$ cat config.mk
export PLATFORM = sky130hd
export DESIGN_NAME = gate_input_debouncer
export DESIGN_NICKNAME = d
export VERILOG_FILES = /design/src/rtl/gate_input_debouncer.sv
export SDC_FILE = /design/constraint.sdc
export NUM_CORES = 1
export LEC_CHECK = 0
export ABC_AREA = 0
export BUFFER_PORTS_ARGS = -buffer_cell sky130_fd_sc_hd__buf_2
export CELL_PAD_IN_SITES_DETAIL_PLACEMENT = 0
export CELL_PAD_IN_SITES_GLOBAL_PLACEMENT = 2
export CORE_AREA = 2 2 43 45
export CTS_BUF_LIST = sky130_fd_sc_hd__clkbuf_8
export DETAILED_ROUTE_END_ITERATION = 16
export DIE_AREA = 0 0 45 47
export GPL_ROUTABILITY_DRIVEN = 0
export HOLD_SLACK_MARGIN = 0.06
export PLACE_DENSITY = 0.85
export SLEW_MARGIN = 15
export SYNTH_ARGS = -nofsm -noshare
export SYNTH_HDL_FRONTEND = slang
export SYNTH_SLANG_ARGS = --single-unit
$ cat constraint.sdc
create_clock -name clk -period 2.9 [get_ports clk]
set_clock_uncertainty 0.05 [all_clocks]
set_input_delay 0.145 -clock clk [delete_from_list [all_inputs] [get_ports clk]]
set_output_delay 0.145 -clock clk [all_outputs]
set_load 0.005 [all_outputs]
$ cat src/rtl/gate_input_debouncer.sv
// Two-channel synchroniser + debouncer feeding the OR/AND gate inputs.
// Each channel flips its clean level after STABLE_CYCLES consecutive mismatching samples.
module gate_input_debouncer #(
    parameter int unsigned STABLE_CYCLES = 4
) (
    input  logic clk,
    input  logic rst,
    input  logic a_raw,
    input  logic b_raw,
    output logic a_db,
    output logic b_db,
    output logic a_rise,
    output logic a_fall,
    output logic b_rise,
    output logic b_fall
);

    localparam int unsigned CNT_W = $clog2(STABLE_CYCLES);
    localparam int unsigned NCH   = 2;

    typedef enum logic {
        STABLE  = 1'b0,
        PENDING = 1'b1
    } state_t;

    logic [NCH-1:0] raw_v;
    logic [NCH-1:0] db_v;
    logic [NCH-1:0] rise_v;
    logic [NCH-1:0] fall_v;

    assign raw_v = {b_raw, a_raw};

    for (genvar i = 0; i < NCH; i++) begin : g_ch
        logic             s1;
        logic             s;
        logic             db;
        logic             rise;
        logic             fall;
        logic [CNT_W-1:0] cnt;
        state_t           state;

        logic             db_nxt;
        logic             rise_nxt;
        logic             fall_nxt;
        logic [CNT_W-1:0] cnt_nxt;
        state_t           state_nxt;

        // Synchroniser, FSM state, counter and registered outputs.
        always_ff @(posedge clk) begin
            if (rst) begin
                s1    <= 1'b0;
                s     <= 1'b0;
                state <= STABLE;
                cnt   <= '0;
                db    <= 1'b0;
                rise  <= 1'b0;
                fall  <= 1'b0;
            end else begin
                s1    <= raw_v[i];
                s     <= s1;
                state <= state_nxt;
                cnt   <= cnt_nxt;
                db    <= db_nxt;
                rise  <= rise_nxt;
                fall  <= fall_nxt;
            end
        end

        // Next-state: count consecutive mismatches, restart on any bounce back.
        always_comb begin
            state_nxt = state;
            cnt_nxt   = cnt;
            db_nxt    = db;
            rise_nxt  = 1'b0;
            fall_nxt  = 1'b0;
            case (state)
                STABLE: begin
                    if (s != db) begin
                        state_nxt = PENDING;
                        cnt_nxt   = CNT_W'(1);
                    end
                end
                PENDING: begin
                    if (s == db) begin
                        state_nxt = STABLE;
                        cnt_nxt   = '0;
                    end else if (cnt == CNT_W'(STABLE_CYCLES - 1)) begin
                        state_nxt = STABLE;
                        cnt_nxt   = '0;
                        db_nxt    = s;
                        rise_nxt  = s;
                        fall_nxt  = ~s;
                    end else begin
                        cnt_nxt = cnt + CNT_W'(1);
                    end
                end
                default: begin
                    state_nxt = STABLE;
                    cnt_nxt   = '0;
                end
            endcase
        end

        assign db_v[i]   = db;
        assign rise_v[i] = rise;
        assign fall_v[i] = fall;
    end

    assign a_db   = db_v[0];
    assign b_db   = db_v[1];
    assign a_rise = rise_v[0];
    assign a_fall = fall_v[0];
    assign b_rise = rise_v[1];
    assign b_fall = fall_v[1];

endmodule

# ---- Word-level counts from Yosys, hierarchy flattened
# Cells that the tools add are included.
dict set report word_totals {
  regBits 16
  input_bits 4
  word_cells 52
}
dict set report classes {
  add_sub_neg 2
  n_eq_ne 8
  mux 16
  n_bitwise 8
  n_reduce_logical 4
}
# operator count
set ops {}
lappend ops {{2-bit two-way mux} 6}
lappend ops {{1-bit NOT} 8}
lappend ops {{2-bit one-hot mux with 2 select lines} 2}
lappend ops {{4-bit OR reduction} 2}
lappend ops {{1-bit two-way mux} 6}
lappend ops {{3-bit AND reduction} 2}
lappend ops {{2-bit by 1-bit adder with 2-bit output, second input constant} 2}
lappend ops {{2-bit equality test, second input constant} 2}
lappend ops {{2-bit != test, second input constant} 2}
lappend ops {{1-bit one-hot mux with 2 select lines} 2}
lappend ops {{1-bit equality test} 2}
lappend ops {{1-bit != test} 2}

# ---- Depth between registers and ports, before layout
# Gate-level depths: netlist of run 1.
dict set report depth {
  word_depth 4
  mapped_depth 3
  mapped_depth_nobuf 3
}

# ---- Worst setup path after synthesis of run 1
# OpenSTA, ideal clock, no wires.
dict set report synth_timing {
  path_type {reg2reg}
  startpoint {register g_ch[1].cnt[0]}
  endpoint {register g_ch[1].cnt[0]}
  setup_time_ps 86
  arrival_ps 875
  required_time_ps 2764
  path_slack_ps 1889
  stages_incl_launch_ff 4
  path_cell_list {dfxtp_1 -> ha_1 -> o21a_1 -> a211oi_1}
}
dict set report synth_via {
  elab_chain_len 4
}
# item line_no
set synth_rtl {}
lappend synth_rtl {{start: declaration} 39} ;# logic [CNT_W-1:0] cnt;
lappend synth_rtl {{start signal: assignment} 62} ;# cnt <= cnt_nxt;
lappend synth_rtl {{2-bit by 1-bit adder with 2-bit output or 2-bit equality test (tied branches)} {94, 87}}
lappend synth_rtl {{2-bit two-way mux *} 87} ;# end else if (cnt == CNT_W'(STABLE_CYCLES - 1)) begin
lappend synth_rtl {{2-bit two-way mux *} 84} ;# if (s == db) begin
lappend synth_rtl {{2-bit one-hot mux with 2 select lines *} 76} ;# case (state)
# Mark *: on every way between the ends. The rest lies on a longest branch, timed or not.
# A chain may end at the register's enable or synchronous reset.

# ---- Worst setup path after layout of run 1
dict set report layout_timing {
  startpoint {register g_ch[1].cnt[0]}
  endpoint {register g_ch[1].fall, in the netlist b_fall}
}
dict set report layout_via {
  elab_chain_len 3
}
# item line_no
set layout_rtl {}
lappend layout_rtl {{2-bit equality test} 87}
lappend layout_rtl {{1-bit NOT (no source line)} --}
lappend layout_rtl {{4-bit OR reduction (no source line)} --}
lappend layout_rtl {{end signal: assignment} 65} ;# fall <= fall_nxt;
lappend layout_rtl {{end: declaration} 38} ;# logic fall;
# No other way between the ends.

==> summary by stage, run 1 <==
Outcome
The run finished with clean final reports.

Critical path
The most critical setup path has its startpoint at g_ch[1].cnt[0]. For the worst flop-to-flop path, the logic depth is 3. The cell at the slowest stage of the critical path is sky130_fd_sc_hd__dfxtp_1. The number of buffers and inverters on the critical path is 0. The capture point of the critical path is b_fall. In this run the critical register-to-register path is launched from g_ch[1].cnt[0].

Data arrives at the worst endpoint at 1250 ps. The worst setup path category is flop to flop. Along the worst path, the maximum fanout reaches 5. The total stage count of the critical path is 3. STA classifies the critical path endpoint as a flop.

On the worst path, the slowest cell contributes a delay of 370 ps. Traced cell by cell, the critical path runs through ha_1 > nand2_1 > nor4b_1. The required time of the critical path is 2980 ps. Grouping stages by cell kind, the critical path spends the most delay in simple AND/OR/NAND/NOR gates.

The end of the worst register-to-register path is b_fall. STA classifies the critical path startpoint as a flop. The minimum setup slack among reg-to-reg paths is 1730 ps.

Final layout
The total of fill cells in the finished design is 166. Excluding fillers, the count of instances in the completed layout stands at 81. For this run, the share of the core covered by cells in the final layout is 42.8%. The number of antenna cells inserted is 0. The layout overhead on the synthesized area is 21.2%. The proportion of layout cells with a drive suffix above 1 is 23.4%. Summing all multi-input logic gate instances after layout gives 248 sq um. For this run, the post-layout net count is 71. The sequential cells in the finished layout cover a total of 320 sq um.

Power and ir drop
The maximum ir drop on the vdd rail is 257 uV. The leakage power total is 0.287 nW. The total power divided by cell area is 612 nW/um^2. The completed layout was analyzed and its total power is 0.000433 W.

Global route
The number of antenna violations at the first check in global routing was 0. The largest net degree at the start of global routing is 19. The first global-routing pass estimated 1500 microns of wire. The via count of the first global-routing pass was 363. Global routing consumed, over all layers together, 9.86% of the routing resources. The total overflow left after global routing is 0.

Logic synthesis
The complex-gate fraction of the synthesized area is 11.6%. The synthesized area is 583 sq um. The cell count after synthesis is 51.

The main combinational cell family by area after synthesis is simple AND/OR/NAND/NOR gates. After synthesis the netlist holds a flip-flop and latch count of 16. Measured against the total synthesized area, the mux share comes to 3.43%. Summing the areas of all fa, ha and maj instances in the mapped netlist gives 4.29% of the synthesized area. Summing the areas of all and, or, nand and nor instances in the mapped netlist gives 20.2% of the synthesized area. The share of synthesized area occupied by flip-flops and latches is 54.9%. For this run, the number of Yosys warnings is 0. The area share of xor/xnor cells in the synthesized design is 3.00%. Synthesis instantiated 17 different standard cells from the library. A synthesized cell averages 11.4 sq um. When the netlist entered floorplanning its net count stood at 57.

Routing
The detailed-router iteration count before antenna repair is 2. For this run, design rule violations remaining after detail routing come to 0. The routed wire length is 886 microns. The per-cell routed wire length is 10.9 microns.

The vias after detailed routing is 395. The detailed router finished its first iteration with 6 violations. In this run the remaining antenna-violating nets after routing total 0. After detailed routing, the number of vias per cell comes to 4.88.

Clock tree
The buffer depth of the longest clock path is 2. The number of buffers created by CTS is 3. The clock transition time at the flip-flop clock pins of the worst setup and hold paths is 60 ps. The number of clock sinks is 16. The clock tree from TritonCTS is done. CTS built an H-tree with a depth of 1. For the worst-skew pair, the clock arrives at the later sink with an insertion delay of 240 ps. The cell chosen for the clock root is sky130_fd_sc_hd__clkbuf_8.

Floorplanning
The initial standard-cell utilization of the core is 35.3%. The die area is 2120 sq um. The height of the die is 47 microns. The floorplan has 15 rows. During I/O placement, the number of pins put on the boundary was 10.

The total area inside the core boundary comes to 1650 sq um. The die width is 45 microns.

Timing
After layout, the worst path uses 40.2% of the clock period. The slew at the pin closest to its max-slew limit is 311 ps. Setup repair after global routing left no endpoint under its margin.

The time the final worst path needs with I/O delays and setup is 1170 ps. In this run the tightest slew margin relative to its limit is 79.2%. Hold timing on the final database bottoms out at a slack of 68.7 ps. Based on the critical path, the design can be clocked at up to 0.857 GHz. The number of endpoints failing setup at the final stage is 0. The setup TNS is 0 ps.

The final-report max-slew violation count is 0. The total count of hold-check failures in the final report is 0.

Flow run
The max-capacitance violation count is 0.

Placed design
The instance count after placement with tap cells included is 76. The HPWL reported at the end of detailed placement is 587 microns. The total of buffers placed on input and output ports is 9.

Hold path
The class of the tightest hold or removal check is input pin to flop.
sequential cells by signal, indices dropped and copies added, names as in the netlist:
name	count
g_ch.s1	2
b_rise	1
g_ch.state	2
b_fall	1
a_db	1
g_ch.cnt	4
a_rise	1
a_fall	1
g_ch.s	2
b_db	1
final cells by class:
class                      count  share of cell area, %
sequential                    16                   45.3
multi-input combinational     32                   35.0
clock buffer                   4                   7.79
timing repair buffer          10                   7.79
tap                           17                   3.01
inverter                       2                   1.06
timing repair:
item	CTS	global route
setup buffers	0	0
endpoints found under the hold margin	1	0
setup endpoints to repair	0	0
resized for setup	0	0
hold buffers	1	0
worst min-delay path by stage:
stage	startpoint	end	slack (ps)	depth (start not counted)
floorplan	rst	g_ch[0].s	170	1
global placement	b_raw	g_ch[1].s1	300	2
detailed placement	a_raw	g_ch[0].s1	310	2
CTS	b_raw	g_ch[1].s1	70	2
global route	b_raw	g_ch[1].s1	100	2
finish	b_raw	g_ch[1].s1	70	2
metal layers:
metal	global-route usage [%]	wire, microns	vias to the layer above
met3	2.31	39	2
met2	15.7	381	8
met5	0	0	-
met1	12.4	454	176
met4	5.29	10	0
li1	-	-	209
Yosys cell counts:
cell type	n	area, sq um
sky130_fd_sc_hd__a21oi_1	2	10.0
sky130_fd_sc_hd__xnor2_1	2	17.5
sky130_fd_sc_hd__mux2i_1	2	20.0
sky130_fd_sc_hd__nor3b_1	1	7.51
sky130_fd_sc_hd__buf_4	1	7.51
sky130_fd_sc_hd__or3b_1	2	17.5
sky130_fd_sc_hd__nand2_1	2	7.51
sky130_fd_sc_hd__nor4b_1	4	35.0
sky130_fd_sc_hd__nor2b_1	4	25.0
sky130_fd_sc_hd__nand3b_1	2	15.0
sky130_fd_sc_hd__nand3_1	2	10.0
sky130_fd_sc_hd__ha_1	2	25.0
sky130_fd_sc_hd__inv_1	2	7.51
sky130_fd_sc_hd__o21a_1	2	15.0
sky130_fd_sc_hd__a21bo_2	2	20.0
sky130_fd_sc_hd__a211oi_1	3	22.5
sky130_fd_sc_hd__dfxtp_1	16	320
metrics by stage:
step           worst slack (ps)  area [sq um]
2_1_floorplan              1890           583
3_3_place_gp               1830           642
3_5_place_dp               1750           642
4_1_cts                    1710           707
5_1_grt                    1550           707
6_report                   1730           707
logic make-up (layout without fill, tap and decap cells):
| logic type | after synthesis | count (layout) |
|---|---|---|
| AND/OR/NAND/NOR | 17 | 17 |
| flip-flops | 16 | 16 |
| AO/OA/AOI/OAI | 9 | 9 |
| buffers and inverters | 3 | 16 |
| adder cells (fa/ha/maj) | 2 | 2 |
| XOR/XNOR | 2 | 2 |
| multiplexers | 2 | 2 |
placed cells by master (no fill, tap or decap), drive strengths merged:
master,instances
dfxtp,16
buf,9
nor4b,4
nor2b,4
clkbuf,4
a211oi,3
nand2,2
nand3b,2
or3b,2
xnor2,2
mux2i,2
inv,2
o21a,2
nand3,2
a21bo,2
a21oi,2
ha,2
nor3b,1
dlygate4sd3,1
worst register-to-register path: stages (launching register included):
cell and delay, ps:
sky130_fd_sc_hd__dfxtp_1 370, sky130_fd_sc_hd__ha_1 260, sky130_fd_sc_hd__nand2_1 100, sky130_fd_sc_hd__nor4b_1 280
report_power, final:
part           leakage (nW)  switching (W)  total [W]  internal (W)
clock network        0.0288      0.0000704   0.000190      0.000120
logic                 0.128     0.00000639  0.0000134    0.00000703
registers             0.130     0.00000396   0.000229      0.000225
total                 0.287      0.0000808   0.000433      0.000352
(Power assumes the default switching activity.)
==> run 2, diff against run 1 <==
- CORE_AREA: 2 2 43 45 -> 2 2 44 46
- DIE_AREA: 0 0 45 47 -> 0 0 46 48
- PLACE_DENSITY: 0.85 -> 0.82
- clock period: 2.9 -> 1.1 ns (I/O delays scaled with it)
==> run 2 against run 1 <==
Power grew to 2.5 times the previous value. Critical path type unchanged. Worst setup slack worse by 1700 ps. Via count rose by 9.1%. Worst hold slack better by 35 ps. Global-route usage increased by 1.1 points.
==> summary by stage, run 2 (same netlist as run 1, synthesis figures left out) <==
Final layout
The number of nets at the end of the flow is 75. Leaving out fill and tap cells, the most frequent cell in the layout is sky130_fd_sc_hd__dfxtp_1. With fillers left out, the area of the finished cells amounts to 779 sq um. In the layout the commonest cells are 15 x sky130_fd_sc_hd__dfxtp_1, 9 x sky130_fd_sc_hd__buf_2, 4 x sky130_fd_sc_hd__nor2b_1. The proportion of layout cells with a drive suffix above 1 is 35.8%. The number of antenna diodes in the final layout is 0. The register with the most flip-flops in the layout has 4 of them. The non-filler instance count after layout is 84. The top register by number of flip-flops is g_ch.cnt. The layout overhead on the synthesized area is 33.7%.

Routing
The routed wire length is 979 microns. The residual DRC count is 0. The iteration-0 DRC count of the detailed router is 2. The detailed router placed 431 vias in this run. In the final routed layout, each cell accounts on average for 11.7 microns.

The post-detailed-route count of antenna-violating nets is 0. The first detailed-routing pass ran for 4 iterations. The average vias per placed instance is 5.13.

Clock tree
The clock latency on the worst-skew pair is 250 ps. The number of buffers created by CTS is 3. The maximum level of the CTS H-tree is 1. In this run the clock root is driven by a sky130_fd_sc_hd__clkbuf_8. Counting along the longest clock path gives a buffer depth of 2. The clock transition time at the flip-flop clock pins of the worst setup and hold paths is 60 ps.

The buffer count from post-CTS setup fixing is 0. The number of clock sinks is 16. TritonCTS built the clock tree.

Global route
The first global-routing pass estimated 1570 microns of wire. The via count of the first global-routing pass is 365. The number of antenna violations at the first check in global routing is 0. The residual overflow from global routing is 0. Entering global routing, the biggest net connects 16 pins.

Across every metal layer, demand over resource in global routing totals 11.0%.

Power and ir drop
In this run the static leakage power is 0.299 nW. The total power divided by cell area is 1390 nW/um^2. The maximum ir drop on the vdd rail is 521 uV.

Placed design
Timing analysis after detailed placement gives a worst setup slack of -31.0 ps. After detailed placement, the total cell area comes to 664 sq um. The instance count after placement with tap cells included is 79.

Buffers placed on the I/O ports in this run total 9. The HPWL reported at the end of detailed placement is 644 microns.

Timing
The final-report max-slew violation count is 0. The total count of hold-check failures in the final report was 0. Setup slack on the critical path of the routed design comes to 60.4 ps. The maximum achievable frequency is 0.962 GHz. The number of endpoints failing setup at the final stage is 0.

The time the final worst path needs with I/O delays and setup is 1040 ps. The worst-case headroom to the max-slew limit is 82.4%. The final cycle utilization of the critical path is 94.5%. For the final routed database, the setup TNS stands at 0 ps. For the pin with the worst max-slew slack, the measured transition is 264 ps.

Critical path
The worst setup path is captured at a flop. For this run, the slowest stage of the critical path takes 400 ps. The worst register-to-register path has a depth of 3.

Data on the critical path arrives at its endpoint at 1140 ps. The biggest fanout along the worst timing path is 4. STA classifies the critical path startpoint as a flop. The critical path goes through ha_4 > nand2_1 > nor4b_1.

The cell at the slowest stage of the critical path is sky130_fd_sc_hd__dfxtp_1. The required time of the critical path is 1200 ps. The worst setup path category is flop to flop.

Outcome
The run finished with clean final reports.

Floorplanning
Measured along the x axis, the die boundary spans 46 microns. The row count is 15. The die area is 2210 sq um. The initial utilization of the core area, before any placement, comes to 34.5%.

In this run the vertical extent of the chip is 48 microns. The number of primary I/O pins is 10. The area inside the core boundary is 1690 sq um.

Flow run
The max-capacitance violation count is 0.

Hold path
The min-delay analysis places its worst path in the category input pin to flop. Along the worst hold path, the cell count comes to 2.
run 2: cell types whose count changed in the layout (fill, tap and decap cells not counted):
cell | previous run | this run
sky130_fd_sc_hd__nor4b_2 | 0 | 2
sky130_fd_sc_hd__buf_4 | 0 | 3
sky130_fd_sc_hd__clkbuf_8 | 4 | 3
sky130_fd_sc_hd__ha_1 | 2 | 0
sky130_fd_sc_hd__xnor2_1 | 2 | 0
sky130_fd_sc_hd__xnor2_2 | 0 | 2
sky130_fd_sc_hd__ha_4 | 0 | 2
sky130_fd_sc_hd__dfxtp_1 | 16 | 15
sky130_fd_sc_hd__dlygate4sd3_1 | 1 | 2
sky130_fd_sc_hd__nor4b_1 | 4 | 2
sky130_fd_sc_hd__dfxtp_2 | 0 | 1
run 2: worst paths after layout:
| kind | slack (ps) | endpoint | from |
|---|---|---|---|
| worst max-delay path | 60 | a_fall | g_ch[0].cnt[0] |
| worst min-delay path | 100 | g_ch[1].s1 | rst |
| worst max register to register | 60 | a_fall | g_ch[0].cnt[0] |
| worst min register to register | 400 | g_ch[1].s | g_ch[1].s1 |
run 2: per-layer routing:
layer  track usage, %  wire length [microns]  up-vias
met1             14.1                    470      197
met3             3.40                     45        5
met5                0                      0        -
met2             13.6                    421       13
met4             12.0                     42        0
li1                 -                      -      216
run 2: area by class of cell:
| type | count | area (sq um) |
|---|---|---|
| fill | 165 | 910 |
| sequential | 16 | 322 |
| multi-input combinational | 32 | 300 |
| timing repair buffer | 14 | 87.6 |
| clock buffer | 3 | 41.3 |
| tap | 17 | 21.3 |
| inverter | 2 | 7.51 |
run 2: critical path: cells and delay by family, from the launching register on:
| kind | cells | cell delay (ps) |
|---|---|---|
| and+or+nand+nor | 2 | 320 |
| adders and majority gates | 1 | 170 |
| DFF | 1 | 400 |
run 2: what timing repair did:
action / in CTS / in global routing
hold buffers: 2 / 0
endpoints found under the hold margin: 2 / 0
gates cloned: 0 / 0
pin swaps: 0 / 1
setup endpoints to repair: 1 / 7
gates resized for setup: 1 / 8
run 2: power by group:
group / internal [W] / switching, W / total (W)
clock network: 0.000243 / 0.000187 / 0.000430
registers: 0.000593 / 0.0000120 / 0.000605
logic: 0.0000288 / 0.0000208 / 0.0000497
total: 0.000864 / 0.000220 / 0.00108
run 2: per-stage QoR:
step | utilization (%) | hold WS (ps) | total power, W
final | 46.1 | 104 | 0.00108
after global routing | 46.1 | 126 | 0.00113
after CTS | 43.1 | 97.0 | 0.00109
after detailed placement | 39.3 | 219 | 0.000654
after global placement | 39.3 | 215 | 0.000654
after floorplan | - | 76.6 | 0.000637
==> run 3, diff against run 2 <==
- PLACE_DENSITY: 0.82 -> not set
- PLACE_DENSITY_LB_ADDON: not set -> 0.1
==> run 3 against run 2 <==
Global-route usage barely moved. Clock power rose by 18%. Worst setup slack better by 15 ps. Worst hold slack gained 13 ps. Power rose by 6.9%. Cell count rose by 1.2%. Wire length fell by 0.82%. Core utilization up 0.67 points. Register-to-register slack improved by 20 ps. Fmax grew 1.5%. Critical path depth unchanged. Design area grew 1.4%.
==> summary by stage, run 3 (same netlist as run 1, synthesis figures left out) <==
Routing
Dividing the detail-routed via count by the number of cells gives 4.96. Wires add up to 971 microns. After detailed routing, the average wire length per cell comes to 11.4 microns. The detail route stage leaves a number of antenna-violating nets equal to 0. The detailed-router iteration count before antenna repair is 2. The iteration-0 DRC count of the detailed router is 3. The vias after detailed routing is 422. The residual DRC count is 0.

Power and ir drop
The total power divided by cell area is 1470 nW/um^2. Of the total power, the clock network draws 43.8%. The leakage power total is 0.303 nW. Across the VDD grid, the largest voltage drop is 1080 uV.

Cell internal power was estimated by the tool at 0.000936 W. In this run the power spent charging and discharging nets is 0.000223 W. The power share of the sequential group is 52.2%. The switching share of power is 19.3%. In this run, the combinational gates consume 4.1% of the power.

Critical path
The required time of the critical path is 1210 ps. The data arrival time at the worst-slack endpoint is 1130 ps. The worst setup path category is flop to flop. STA classifies the critical path endpoint as a flop. The biggest fanout along the worst timing path is 4. The critical path launch point type is a flop.

Timing
The maximum achievable frequency is 0.976 GHz. The final-report max-slew violation count is 0. The worst hold-check slack is 117 ps.

The final cycle utilization of the critical path is 93.1%. At the pin with the least slew margin, the transition time is 331 ps. The number of endpoints failing setup at the final stage is 0. The time the final worst path needs with I/O delays and setup is 1020 ps. The worst pin sits at a relative slew slack of 77.8%. The total count of hold-check failures in the final report was 0.

Floorplanning
The die width is 46 microns. The floorplan step defined a die boundary enclosing 2210 sq um. The height of the die is 48 microns. The area inside the core boundary is 1690 sq um. The number of primary I/O pins is 10. The initial utilization of the core area, before any placement, comes to 34.5%. Row generation in the floorplan step produced 15 rows.

Final layout
In the layout the commonest cells are 15 x sky130_fd_sc_hd__dfxtp_1, 9 x sky130_fd_sc_hd__buf_2, 4 x sky130_fd_sc_hd__nor4b_2, 4 x sky130_fd_sc_hd__nor2b_1, 4 x sky130_fd_sc_hd__clkbuf_8. The number of antenna diodes in the final layout is 0. g_ch.cnt holds more flip-flops than any other register. The register with the most flip-flops in the layout has 4 of them.

Relative to the synthesized area, the layout overhead comes to 35.6%. In the final design database the tool counted 75 nets. The layout has 158 filler cells.

The proportion of layout cells with a drive suffix above 1 is 36.8%. The most common cell after layout, fill and taps aside is sky130_fd_sc_hd__dfxtp_1. The final cell area excluding filler cells is 791 sq um. The non-filler instance count after layout is 85.

Clock tree
The root buffer cell chosen for the clock tree is sky130_fd_sc_hd__clkbuf_8. The number of clock sinks is 16. Clock-pin slew was measured on the worst setup and hold paths at 60 ps.

The clock tree from TritonCTS is done. The clock reaches the later pin of the worst-skew pair after 240 ps. In this run the deepest clock path goes through 2 buffers. The buffer count from post-CTS setup fixing is 0. The maximum level of the CTS H-tree is 1. The number of buffers created by CTS is 3.

Outcome
The flow ran to the end, and the final reports show no timing, DRC or antenna violations.

Placed design
The total of buffers placed on input and output ports is 9. The HPWL reported at the end of detailed placement is 660 microns. The instance count after placement with tap cells included is 79.

The instance area after placement is 664 sq um.

Flow run
Across the run, the number of max-cap violations was 0.

Global route
Entering global routing, the biggest net connects 14 pins. The first global-routing pass estimated 1700 microns of wire. The number of antenna violations at the first check in global routing was 0.

The via count of the first global-routing pass was 395. The total global-route track usage is 11.0%. The residual overflow from global routing is 0.

Hold path
The tightest min-delay check is of the input pin to flop type.
## run 3: repair_timing
item | 4_1_cts | 5_1_grt
hold buffers | 2 | 0
resized for setup | 0 | 9
setup endpoints to repair | 0 | 7
hold endpoints to repair | 2 | 0
## run 3: power by group through the flow
stage	Combinational (W)	Clock, W	Sequential, W
2_1_floorplan	0.0000242	0	0.000613
3_3_place_gp	0.0000393	0	0.000615
3_5_place_dp	0.0000390	0	0.000615
4_1_cts	0.0000444	0.000533	0.000602
5_1_grt	0.0000533	0.000558	0.000607
6_report	0.0000470	0.000507	0.000605
## run 3: path summary, 6_finish.rpt
path                  startpoint         to  slack (ps)  cells past startpoint
setup / recovery  g_ch[0].cnt[0]     a_rise          80                      3
hold / removal               rst  g_ch[0].s         120                      2
setup reg to reg  g_ch[0].cnt[0]     a_rise          80                      3
hold reg to reg       g_ch[1].s1  g_ch[1].s         390                      1
## run 3: through the flow
| stage | power (W) | setup TNS [ps] | worst slack [ps] | util [%] |
|---|---|---|---|---|
| finish | 0.00116 | 0 | 75.5 | 46.8 |
| CTS | 0.00118 | 0 | 17.7 | 43.8 |
| floorplan | 0.000637 | 0 | 89.5 | - |
| global placement | 0.000654 | 0 | 3.37 | 39.3 |
| detailed placement | 0.000654 | 0 | 29.4 | 39.3 |
| global route | 0.00122 | -11.5 | -11.5 | 46.8 |
## run 3: metal layers
layer,share of wire [%],GRT usage (%)
met5,0,0
met4,0,3.43
met3,4.4,5.66
met2,43,15.6
met1,53,14.4
## run 3: worst max-delay path, stage by stage (launching register included)
cell	delay (ps)
sky130_fd_sc_hd__dfxtp_1	390
sky130_fd_sc_hd__ha_4	170
sky130_fd_sc_hd__nand2_1	100
sky130_fd_sc_hd__nor4b_2	220
## run 3: layout make-up
class	instances	area [sq um]	share of cell area, %
Timing Repair Buffer	14	87.6	11.1
Sequential cell	16	322	40.7
Inverter	2	7.51	0.949
Clock buffer	4	55.1	6.96
Tap cell	17	21.3	2.69
Multi-Input combinational cell	32	298	37.7
